File: src/rtl/spsram_banked.sv
// Banked single-port SRAM: clears every row after reset, then serves reads with a fixed 2-cycle latency.
// Optional per-byte write enables (input i_bwe) are compiled in with `define SPSRAM_BANKED_BWE_EN.
module spsram_banked #(
    parameter int BW_DATA = 32,
    parameter int BW_ADDR = 5,
    parameter int N_BANK  = 2
) (
    input  logic                 i_clk,
    input  logic                 i_rst,
    input  logic                 i_req_valid,
    output logic                 o_req_ready,
    input  logic                 i_req_wen,
    input  logic [BW_ADDR-1:0]   i_addr,
    input  logic [BW_DATA-1:0]   i_data,
`ifdef SPSRAM_BANKED_BWE_EN
    input  logic [BW_DATA/8-1:0] i_bwe,
`endif
    output logic                 o_rsp_valid,
    output logic [BW_DATA-1:0]   o_rsp_data,
    output logic                 o_init_done
);

    localparam int BW_BANK = $clog2(N_BANK);
    localparam int BW_ROW  = BW_ADDR - BW_BANK;
    localparam int N_ROW   = 1 << BW_ROW;
    localparam int N_BYTE  = BW_DATA / 8;
    localparam logic [BW_ROW-1:0] ROW_LAST = {BW_ROW{1'b1}};
    localparam logic [BW_ROW-1:0] ROW_ONE  = BW_ROW'(1);

    typedef enum logic [0:0] {
        ST_INIT = 1'b0,
        ST_RUN  = 1'b1
    } state_t;

    state_t              state_r;
    logic [BW_ROW-1:0]   cnt_r;
    logic                req_ready_r;
    logic                init_done_r;

    logic [BW_DATA-1:0]  mem_r [N_BANK][N_ROW];
    logic [BW_DATA-1:0]  rd_word_r [N_BANK];
    logic [BW_BANK-1:0]  rd_bank_r;
    logic                s1_valid_r;
    logic                rsp_valid_r;
    logic [BW_DATA-1:0]  rsp_data_r;

    logic                acc_s;
    logic                rd_s;
    logic                init_wr_s;
    logic [BW_BANK-1:0]  bank_s;
    logic [BW_ROW-1:0]   row_s;
    logic [N_BANK-1:0]   bank_en_s;
    logic [N_BYTE-1:0]   byte_en_s;

    // Request decode; nothing is accepted while reset is applied
    always_comb begin
        acc_s     = i_req_valid & req_ready_r & ~i_rst;
        rd_s      = acc_s & ~i_req_wen;
        init_wr_s = (state_r == ST_INIT);
        bank_s    = i_addr[BW_ADDR-1 -: BW_BANK];
        row_s     = i_addr[BW_ROW-1:0];
        bank_en_s = '0;
        for (int b = 0; b < N_BANK; b++) begin
            bank_en_s[b] = acc_s & (bank_s == BW_BANK'(b));
        end
`ifdef SPSRAM_BANKED_BWE_EN
        byte_en_s = i_bwe;
`else
        byte_en_s = {N_BYTE{1'b1}};
`endif
    end

    // Bank arrays: INIT clear of one row in every bank, else the selected bank's write or read
    always_ff @(posedge i_clk) begin
        for (int b = 0; b < N_BANK; b++) begin
            if (init_wr_s) begin
                mem_r[b][cnt_r] <= '0;
            end else if (bank_en_s[b] && i_req_wen) begin
                for (int k = 0; k < N_BYTE; k++) begin
                    if (byte_en_s[k]) begin
                        mem_r[b][row_s][8*k +: 8] <= i_data[8*k +: 8];
                    end
                end
            end else if (bank_en_s[b]) begin
                rd_word_r[b] <= mem_r[b][row_s];
            end
        end
    end

    // Control FSM: sweep the clear counter across all rows, then serve requests until reset
    always_ff @(posedge i_clk) begin
        if (i_rst) begin
            state_r     <= ST_INIT;
            cnt_r       <= '0;
            req_ready_r <= 1'b0;
            init_done_r <= 1'b0;
        end else begin
            case (state_r)
                ST_INIT: begin
                    cnt_r <= cnt_r + ROW_ONE;
                    if (cnt_r == ROW_LAST) begin
                        state_r     <= ST_RUN;
                        req_ready_r <= 1'b1;
                        init_done_r <= 1'b1;
                    end
                end
                ST_RUN: begin
                    req_ready_r <= 1'b1;
                    init_done_r <= 1'b1;
                end
                default: begin
                    state_r     <= ST_INIT;
                    cnt_r       <= '0;
                    req_ready_r <= 1'b0;
                    init_done_r <= 1'b0;
                end
            endcase
        end
    end

    // Read pipeline: stage 1 holds the bank index, stage 2 registers the bank-muxed word
    always_ff @(posedge i_clk) begin
        if (i_rst) begin
            s1_valid_r  <= 1'b0;
            rd_bank_r   <= '0;
            rsp_valid_r <= 1'b0;
            rsp_data_r  <= '0;
        end else begin
            s1_valid_r  <= rd_s;
            rsp_valid_r <= s1_valid_r;
            if (rd_s) begin
                rd_bank_r <= bank_s;
            end
            if (s1_valid_r) begin
                rsp_data_r <= rd_word_r[rd_bank_r];
            end
        end
    end

    assign o_req_ready = req_ready_r;
    assign o_init_done = init_done_r;
    assign o_rsp_valid = rsp_valid_r;
    assign o_rsp_data  = rsp_data_r;

endmodule

File: config.mk
export PLATFORM = sky130hd
export DESIGN_NAME = spsram_banked
export DESIGN_NICKNAME = d
export VERILOG_FILES = /design/src/rtl/spsram_banked.sv
export SDC_FILE = /design/constraint.sdc
export NUM_CORES = 1
export LEC_CHECK = 0
export BUFFER_PORTS_ARGS = -buffer_cell sky130_fd_sc_hd__buf_2
export CORE_MARGIN = 1
export CORE_UTILIZATION = 42
export DETAILED_ROUTE_END_ITERATION = 10
export PLACE_DENSITY_LB_ADDON = 0.12
export SKIP_CTS_REPAIR_TIMING = 1
export SLEW_MARGIN = 20
export SYNTH_ARGS = -nofsm -noshare
export SYNTH_HDL_FRONTEND = slang
export SYNTH_SLANG_ARGS = --single-unit
File: constraint.sdc
create_clock -name i_clk -period 5.7 [get_ports i_clk]
set_input_delay 0 -clock i_clk [delete_from_list [all_inputs] [get_ports i_clk]]
set_output_delay 0 -clock i_clk [all_outputs]
set_load 0.03 [all_outputs]
==> results of run 1 <==
## cell usage after synthesis (all sizes together) (2+ instances only)
cell	count
ha	4
xor2	2
o21ai	32
nand2b	2
nand2	209
inv	3
dfxtp	41
nor2	1064
nor2b	7
mux4	256
a211oi	32
clkbuf	78
a22oi	128
edfxtp	1088
mux2i	34
nand4	4
buf	159
and2	3
nand3	4
nor3b	2
## critical path, stage by stage, from the launching register on
cell,delay (ns)
dfxtp_1,0.75
nor2b_1,0.74
nand3_4,0.70
o21ai_4,0.86
buf_4,0.45
## cell type report
cell class | count | area (µm²) | share of cell area (%)
Inverter | 3 | 11.3 | 0.0210
Timing Repair Buffer | 179 | 1440 | 2.69
Tap cell | 1488 | 1860 | 3.47
Clock buffer | 148 | 3170 | 5.90
Sequential cell | 1129 | 33500 | 62.4
Clock inverter | 77 | 687 | 1.28
Multi-Input combinational cell | 1793 | 13000 | 24.3
## per-layer routing
layer  part of all wire, %  vias to the layer above  GRT usage [%]
li1                      -                    11900              -
met1                    40                    14900           35.5
met4                   2.7                        0           7.82
met3                   8.6                      198           5.05
met2                    48                     1304           42.8
met5                     0                        -              0
## metrics by stage
| step | worst slack (ns) | instances | total power (µW) | util, % | cell area, µm² |
|---|---|---|---|---|---|
| 6_report | 1.79 | 4817 | 17800 | 48.3 | 53700 |
| 4_1_cts | 1.68 | 4793 | 17900 | 48.0 | 53500 |
| 5_1_grt | 1.55 | 4817 | 18300 | 48.3 | 53700 |
| 3_5_place_dp | 1.68 | 4568 | 10200 | 44.6 | 49600 |
| 2_1_floorplan | 1.59 | 3162 | 9830 | - | 47400 |
| 3_3_place_gp | 1.77 | 4565 | 10200 | 44.5 | 49500 |
## sequential cells by signal, indices dropped and copies added, names as in the netlist
signal	flops
cnt_r	4
rd_word_r	64
o_init_done	1
mem_r	1024
state_r	1
s1_valid_r	1
o_rsp_valid	1
o_rsp_data	32
rd_bank_r	1
## cells by family (layout without fill, tap and decap cells)
family	after synthesis	after routing
simple gates	1302	1302
flops	1129	1129
mux	290	290
buf+inv	240	407
compound gates	194	194
fa+ha+maj	4	4
xor+xnor	3	3
## final timing paths
kind,endpoint,start,slack (ns),cells past startpoint
worst max-delay path,mem_r[0][506],state_r,1.79,4
worst min-delay path,cnt_r[2],i_rst,-0.01,3
worst max register to register,mem_r[0][506],state_r,1.79,4
worst min register to register,o_rsp_data[21],o_rsp_data[21],0.48,2
## power groups by stage
stage | combinational (µW) | clock, µW | sequential [µW]
floorplan | 476 | 0 | 9350
global placement | 862 | 0 | 9340
detailed placement | 871 | 0 | 9350
CTS | 873 | 7860 | 9180
global route | 919 | 8150 | 9190
finish | 883 | 7760 | 9180
==> impl_metrics.csv, run 1 <==
group,metric,value,unit
cells_and_area,antennaDiodeCount,0,
routing,num_vias,28200,
cells_and_area,layout_commonest_cell,"edfxtp_1",
synth,ys_async_sr_fraction,0,%
sta,fin_crit_sh,68.6,%
cells_and_area,fill_cells,9529,
clocking,clk_pin_slew,0.06,ns
worst_setup_path,required,6.08,ns
place,gp_congestion,0.818,
global_route,antenna_found_initial,0,
cells_and_area,post_route_cells_drive_above_1_share,19.1,%
sta,slew_headroom,23.5,%
routing,wl_per_cell,30.5,µm
sta,hold-worst-slack,-0.0115,ns
clocking,ctsRootBufferMaster,"clkbuf_16",
die,coreArea,0.111,mm²
power_and_ir_drop,clock_power_share,43.5,%
synth,synthAdderAreaFrac,0.106,%
die,initial_core_util,42.6,%
sta,setup_viol,0,
routing,finalWirelength,147,mm
worst_setup_path,setup.worst_path.start_class,"register",
run,drv_cap,0,
routing,viasPerCell,5.86,
sta,period_minus_slack,3.91,ns
die,die_area,0.114,mm²
sta,fmax,256,MHz
synth,synth_mux_area_share,12.9,%
worst_setup_path,end_kind,"register",
run_status,violations,"hold timing",
clocking,clockBufferDepth,3,
clocking,cts_inserted_buffers,119,
global_route,grt_util_all_layers,26.1,%
sta,fin_skew,0.0254,ns
power_and_ir_drop,power.leakage,0.0183,µW
synth,synth_cell_type_count,34,
power_and_ir_drop,power.density,332,mW/mm²
power_and_ir_drop,seq_power_share,51.5,%
worst_hold_path,hp-class,"input port to register",
routing,drc,0,
synth,synthSimpleGateAreaFrac,10.7,%
clocking,ctsHtreeMaxLevel,3,
synth,syn-instance-count,3162,
synth,synthFlopType,"edfxtp_1",
synth,synth_top_area_cell,"edfxtp_1",
clocking,clk_latency,0.72,ns
clocking,cts.sinks,1129,
clocking,tritoncts,"built",
power_and_ir_drop,p_int,13900,µW
power_and_ir_drop,power.switching,3960,µW
synth,synth_area_leaders,"edfxtp_1 69%, mux4_2 12%, nor2_1 8.4%",
die,io_pins,76,
synth,avgSynthCellArea,15.0,µm²
sta,rsz0062_at_grt,"no",
synth,synth_xor_area_share,0.0555,%
power_and_ir_drop,pwr-share-comb,5.0,%
global_route,grt_pass1_wl,208,mm
worst_setup_path,worstPathMaxFanout,57,
synth,synthesis.nets,3207,
routing,firstDrtPassIters,5,
worst_setup_path,critPathArrivalTime,4.29,ns
die,die_h,338,µm
cells_and_area,nets,3270,
global_route,grt_max_degree,117,
synth,yosys_warnings,0,
synth,synth_top_area_share,69.0,%
routing,dr.first_iter.drc_count,3489,
synth,synth_top_family_by_area,"multiplexers",
synth,synth_compound_area_share,2.90,%
place,port_buffers,75,
place,place_hpwl,87.0,mm
sta,tightestPinTransition,1.15,ns
sta,hold_viol_final,5,
die,die_w,338,µm
synth,synthesis.area,0.0474,mm²
global_route,gr-total-overflow,0,
synth,yosysSeqAreaShare,70.7,%
synth,synth_edf_count,1088,
worst_setup_path,worstSetupPathType,"register to register",
sta,slew_violations,0,
power_and_ir_drop,irDropWorstVdd,0.272,mV
run_status,outcome,"finished with violations",
cells_and_area,final_cell_mix,"1088 x edfxtp_1, 1062 x nor2_1, 256 x mux4_2, 209 x nand2_1, 128 x a22oi_1",
global_route,grt_pass1_vias,28600,
power_and_ir_drop,p_sw_share,22.2,%
synth,ys_ff_latch,1129,
cells_and_area,syn_to_final_growth,13.4,%
sta,finalSetupTns,0,ns
die,rows,122,
routing,postRouteAntennaNets,0,
(Power assumes the default switching activity.)
==> inputs of run 2 (changes only) <==
==> constraint.sdc (replaced) <==
create_clock -name i_clk -period 3.25 [get_ports i_clk]
set_input_delay 0 -clock i_clk [delete_from_list [all_inputs] [get_ports i_clk]]
set_output_delay 0 -clock i_clk [all_outputs]
set_load 0.03 [all_outputs]
==> run 2 against run 1 <==
- non-clock buffer count increased by 58
- sequential share of layout area decreased by 0.77 points
- power increased by 78%
- count of clock-buffer cells in the layout increased by 16
- the run still ends with hold timing left
- cell count increased by 1.2%
- via count increased by 3.2%
- critical path depth increased by 2
- worst hold slack got worse by 0.016 ns
- register-to-register slack got worse by 0.96 ns
- critical endpoint is now mem_r[1][35]
- sequential cell count unchanged
==> impl_metrics.csv, run 2 (synthesis results as in run 1) <==
group,metric,value,unit
worst_setup_path,required,3.61,ns
cells_and_area,multiInputGateArea,0.0130,mm²
power_and_ir_drop,p_sw_share,21.9,%
sta,tightestPinTransition,0.946,ns
power_and_ir_drop,power.leakage,0.0187,µW
cells_and_area,max_flop_register,"mem_r",
place,port_buffers,75,
cells_and_area,layout_commonest_cell,"edfxtp_1",
worst_setup_path,worstPathMaxFanout,32,
clocking,tritoncts,"built",
clocking,ctsHtreeMaxLevel,3,
run_status,violations,"hold timing",
sta,slew_headroom,37.0,%
worst_setup_path,critPathArrivalTime,2.78,ns
worst_setup_path,end_kind,"register",
die,initial_core_util,42.6,%
global_route,gr-total-overflow,0,
place,placed_cells,4642,
power_and_ir_drop,power.density,585,mW/mm²
sta,rsz0062_at_grt,"no",
cells_and_area,post_route_cells_drive_above_1_share,21.1,%
clocking,cts.sinks,1129,
worst_setup_path,slowest_stage,"dfxtp_1",
die,die_h,338,µm
sta,fin_skew,0.0236,ns
worst_setup_path,path_depth,6,
clocking,clk_latency,0.70,ns
worst_setup_path,r2r_cells,6,
worst_hold_path,hp-class,"input port to register",
run,drv_cap,0,
sta,period_minus_slack,2.42,ns
cells_and_area,syn_to_final_growth,14.8,%
cells_and_area,largest_reg_flops,1024,
routing,firstDrtPassIters,8,
sta,fmax,413,MHz
routing,dr.first_iter.drc_count,4189,
worst_hold_path,holdPathStages,3,
clocking,ctsRootBufferMaster,"clkbuf_16",
worst_setup_path,crit_path_cell_trace,"and4b_1 -> buf_4 -> nand4_4 -> buf_4 -> o21ai_4 -> buf_12",
worst_setup_path,cpLargestDelayFamily,"buffers and inverters",
cells_and_area,seq_area,0.0335,mm²
global_route,grt_max_degree,81,
sta,fin_crit_sh,74.5,%
sta,slew_violations,0,
global_route,antenna_found_initial,7,
routing,num_vias,29100,
worst_setup_path,critPathMaxStageDelay,0.37,ns
routing,finalWirelength,152,mm
clocking,clk_pin_slew,0.06,ns
cells_and_area,design_area,0.0544,mm²
clocking,cts_inserted_buffers,119,
cells_and_area,fill_cells,9417,
power_and_ir_drop,pwr-share-comb,5.3,%
routing,drc,0,
worst_setup_path,setup.worst_path.start_class,"register",
worst_setup_path,crit_top_cell,"buf_4",
die,rows,122,
routing,postRouteAntennaNets,0,
power_and_ir_drop,seq_power_share,50.6,%
cells_and_area,finalNonFillerCells,4874,
place,place_hpwl,99.1,mm
global_route,grt_util_all_layers,27.0,%
global_route,grt_pass1_vias,28900,
routing,wl_per_cell,31.3,µm
sta,hold_viol_final,5,
place,place_area,0.0503,mm²
power_and_ir_drop,clock_power_share,44.1,%
die,io_pins,76,
cells_and_area,final_cell_mix,"1088 x edfxtp_1, 1062 x nor2_1, 256 x mux4_2, 209 x nand2_1",
run_status,outcome,"finished with violations",
worst_setup_path,cp_num_buf_inv,3,
sta,hold-worst-slack,-0.0274,ns
power_and_ir_drop,p_int,24800,µW
place,gp_congestion,0.860,
die,die_area,0.114,mm²
worst_setup_path,worstSetupPathType,"register to register",
cells_and_area,antennaDiodeCount,0,
global_route,grt_pass1_wl,213,mm
power_and_ir_drop,irDropWorstVdd,0.449,mV
power_and_ir_drop,power.switching,6950,µW
die,coreArea,0.111,mm²
clocking,clockBufferDepth,3,
sta,finalSetupTns,0,ns
cells_and_area,nets,3328,
routing,viasPerCell,5.98,
die,die_w,338,µm
sta,setup_viol,0,
==> run 2: cell types whose count changed in the layout (fill, tap and decap cells not counted), sizes merged <==
cell | before | now
buf | 156 | 229
clkinv | 56 | 38
clkbuf | 148 | 164
dlygate4sd3 | 23 | 8
clkinvlp | 7 | 3
bufinv | 12 | 15
inv | 5 | 7
==> run 2: layer usage <==
layer,global-route usage (%),up-vias,part of all wire [%]
met5,0,-,0.014
met4,5.77,4,1.7
met3,8.12,188,13
met2,38.8,1815,43
met1,40.5,15200,42
li1,-,12000,-
==> run 2: cell type report <==
type | instances | share of cell area (%)
Clock buffer | 164 | 6.13
Clock inverter | 60 | 1.25
Inverter | 3 | 0.0207
Multi-Input combinational cell | 1793 | 24.0
Sequential cell | 1129 | 61.6
Tap cell | 1488 | 3.42
Timing Repair Buffer | 237 | 3.60
==> run 2: tightest hold or removal path, stage by stage <==
cell and delay [ns]:
buf_2 0.12, nand2_1 0.26, nor2_1 0.16
==> run 2: final timing paths <==
check	slack [ns]	end	from
setup / recovery	0.83	mem_r[1][35]	o_init_done
setup reg to reg	0.83	mem_r[1][35]	o_init_done
hold / removal	-0.03	mem_r[1][509]	i_data[29]
hold reg to reg	0.48	o_rsp_data[9]	o_rsp_data[9]
==> run 2: power by group through the flow <==
stage,logic (µW),registers (µW),clock network [µW]
finish,1680,16100,14000
global route,1740,16100,14700
CTS,1660,16100,14200
detailed placement,1660,16400,0
global placement,1650,16400,0
floorplan,836,16400,0
==> run 2: metrics by stage <==
stage                     hold slack (ns)  power (µW)  utilization [%]  worst slack, ns
after global routing               0.0156       32500             48.9            0.730
after floorplan                     0.118       17200                -           -0.835
after detailed placement            0.351       18100             45.2            0.832
after CTS                          -0.399       31900             48.8            0.836
after global placement              0.351       18000             45.2            0.832
final                             -0.0274       31800             48.9            0.830
==> inputs of run 3 (changes only) <==
==> constraint.sdc (replaced) <==
create_clock -name i_clk -period 2.45 [get_ports i_clk]
set_input_delay 0 -clock i_clk [delete_from_list [all_inputs] [get_ports i_clk]]
set_output_delay 0 -clock i_clk [all_outputs]
set_load 0.03 [all_outputs]
==> run 3 against run 2 <==
- the flow still finishes with violations (hold timing)
- critical path depth down 1
- die area unchanged
- cell area up 2.5%
- clock power up 29%
- core utilization up 1.2 points
- sequential share of layout area down 1.5 points
- non-clock buffer count up 98
- register-to-register slack worse by 0.68 ns
- largest power group unchanged
==> impl_metrics.csv, run 3 (synthesis results as in run 1) <==
group,metric,value,unit
worst_setup_path,required,2.85,ns
sta,hold_viol_final,8,
clocking,clk_pin_slew,0.06,ns
global_route,antenna_found_initial,1,
worst_setup_path,setup.worst_path.start_class,"register",
cells_and_area,post_route_cells_drive_above_1_share,22.9,%
sta,tightestPinTransition,1.09,ns
routing,drc,0,
worst_setup_path,path_depth,5,
clocking,cts_inserted_buffers,120,
cells_and_area,nets,3427,
cells_and_area,max_flop_register,"mem_r",
global_route,grt_max_degree,97,
sta,period_minus_slack,2.30,ns
routing,num_vias,29100,
worst_setup_path,crit_path_cell_trace,"and4b_1 -> buf_12 -> nand4_4 -> buf_4 -> nor2_1",
place,port_buffers,75,
routing,wl_per_cell,30.2,µm
worst_setup_path,worstSetupPathType,"register to register",
worst_hold_path,holdPathStages,3,
cells_and_area,antennaDiodeCount,0,
power_and_ir_drop,power.leakage,0.0193,µW
routing,postRouteAntennaNets,0,
cells_and_area,finalNonFillerCells,4978,
routing,firstDrtPassIters,6,
power_and_ir_drop,irDropWorstVdd,0.580,mV
worst_setup_path,slowest_stage,"buf_4",
place,placed_cells,4717,
sta,rsz0062_at_grt,"no",
worst_setup_path,critPathArrivalTime,2.70,ns
cells_and_area,syn_to_final_growth,17.6,%
run_status,violations,"hold timing",
worst_setup_path,cp_num_buf_inv,2,
power_and_ir_drop,power.density,749,mW/mm²
global_route,grt_pass1_wl,212,mm
routing,dr.first_iter.drc_count,3385,
cells_and_area,fill_cells,9315,
worst_setup_path,cpLargestDelayFamily,"buffers and inverters",
routing,wl_met2,70.8,mm
global_route,grt_pass1_vias,29200,
die,die_w,338,µm
cells_and_area,largest_reg_flops,1024,
worst_setup_path,critPathMaxStageDelay,0.84,ns
sta,fin_crit_sh,93.8,%
cells_and_area,layout_commonest_cell,"edfxtp_1",
sta,fin_skew,0.0152,ns
place,place_ws,0.214,ns
cells_and_area,final_cell_mix,"1088 x edfxtp_1, 1062 x nor2_1, 256 x mux4_2, 209 x nand2_1, 151 x buf_4",
clocking,clockBufferDepth,3,
place,place_hpwl,90.9,mm
sta,hold-worst-slack,-0.0174,ns
routing,viasPerCell,5.85,
global_route,grt_util_all_layers,26.8,%
worst_hold_path,hp-class,"input port to register",
sta,slew_headroom,27.4,%
run_status,outcome,"finished with violations",
sta,slew_violations,0,
run,drv_cap,0,
clocking,ctsHtreeMaxLevel,3,
die,io_pins,76,
sta,finalSetupTns,0,ns
power_and_ir_drop,total_power,41700,µW
sta,setup_viol,0,
die,die_h,338,µm
routing,met3_length,13.5,mm
routing,wl_met1,61.4,mm
sta,fin_ws,0.152,ns
die,coreArea,0.111,mm²
routing,finalWirelength,150,mm
routing,top_layer,"met4",
worst_setup_path,end_kind,"register",
die,rows,122,
worst_setup_path,r2r_cells,5,
sta,fmax,435,MHz
die,die_area,0.114,mm²
global_route,gr-total-overflow,0,
clocking,clk_latency,0.71,ns
clocking,cts.sinks,1129,
place,gp_congestion,0.799,
clocking,tritoncts,"built",
worst_setup_path,worstPathMaxFanout,96,
clocking,ctsRootBufferMaster,"clkbuf_16",
die,initial_core_util,42.6,%
==> run 3: cell count changes in the layout (fill, tap and decap cells not counted), sizes merged <==
cell / change
dlygate4sd3: +23
bufinv: -7
clkinv: +13
clkinvlp: +3
inv: -1
clkbuf: -2
buf: +75
==> run 3: per-layer routing <==
layer	up-vias	global-route usage, %
met1	15300	36.9
met3	226	5.61
li1	12200	-
met4	0	8.76
met5	-	0
met2	1421	42.5
==> run 3: path summary, 6_finish.rpt <==
check	from	endpoint	slack [ns]
max	o_init_done	mem_r[1][16]	0.15
min	i_data[19]	mem_r[1][51]	-0.02
max reg2reg	o_init_done	mem_r[1][16]	0.15
min reg2reg	o_rsp_data[6]	o_rsp_data[6]	0.48
==> run 3: cell type report <==
class	count	area (µm²)	area share, %
inverter	3	11.3	0.0202
tap	1488	1860	3.34
clock inverter	68	558	1.00
sequential	1129	33500	60.1
timing repair buffer	335	3400	6.10
clock buffer	162	3360	6.02
multi-input combinational	1793	13000	23.4
==> run 3: worst reg2reg max path: stages, from the launching register on <==
cell and delay [ns]:
dfxtp_1 0.33, and4b_1 0.24, buf_12 0.16, nand4_4 0.21, buf_4 0.84, nor2_1 0.21
==> run 3: through the flow <==
step | area (µm²) | util, %
after global placement | 51500 | 46.3
after detailed placement | 51500 | 46.3
after floorplan | 47700 | -
final | 55700 | 50.1
after CTS | 55400 | 49.8
after global routing | 55700 | 50.1
==> run 3: power by group <==
part / internal (µW) / switching [µW]
sequential: 21300 / 78.9
combinational: 800 / 1530
clock: 10400 / 7630
total: 32500 / 9230
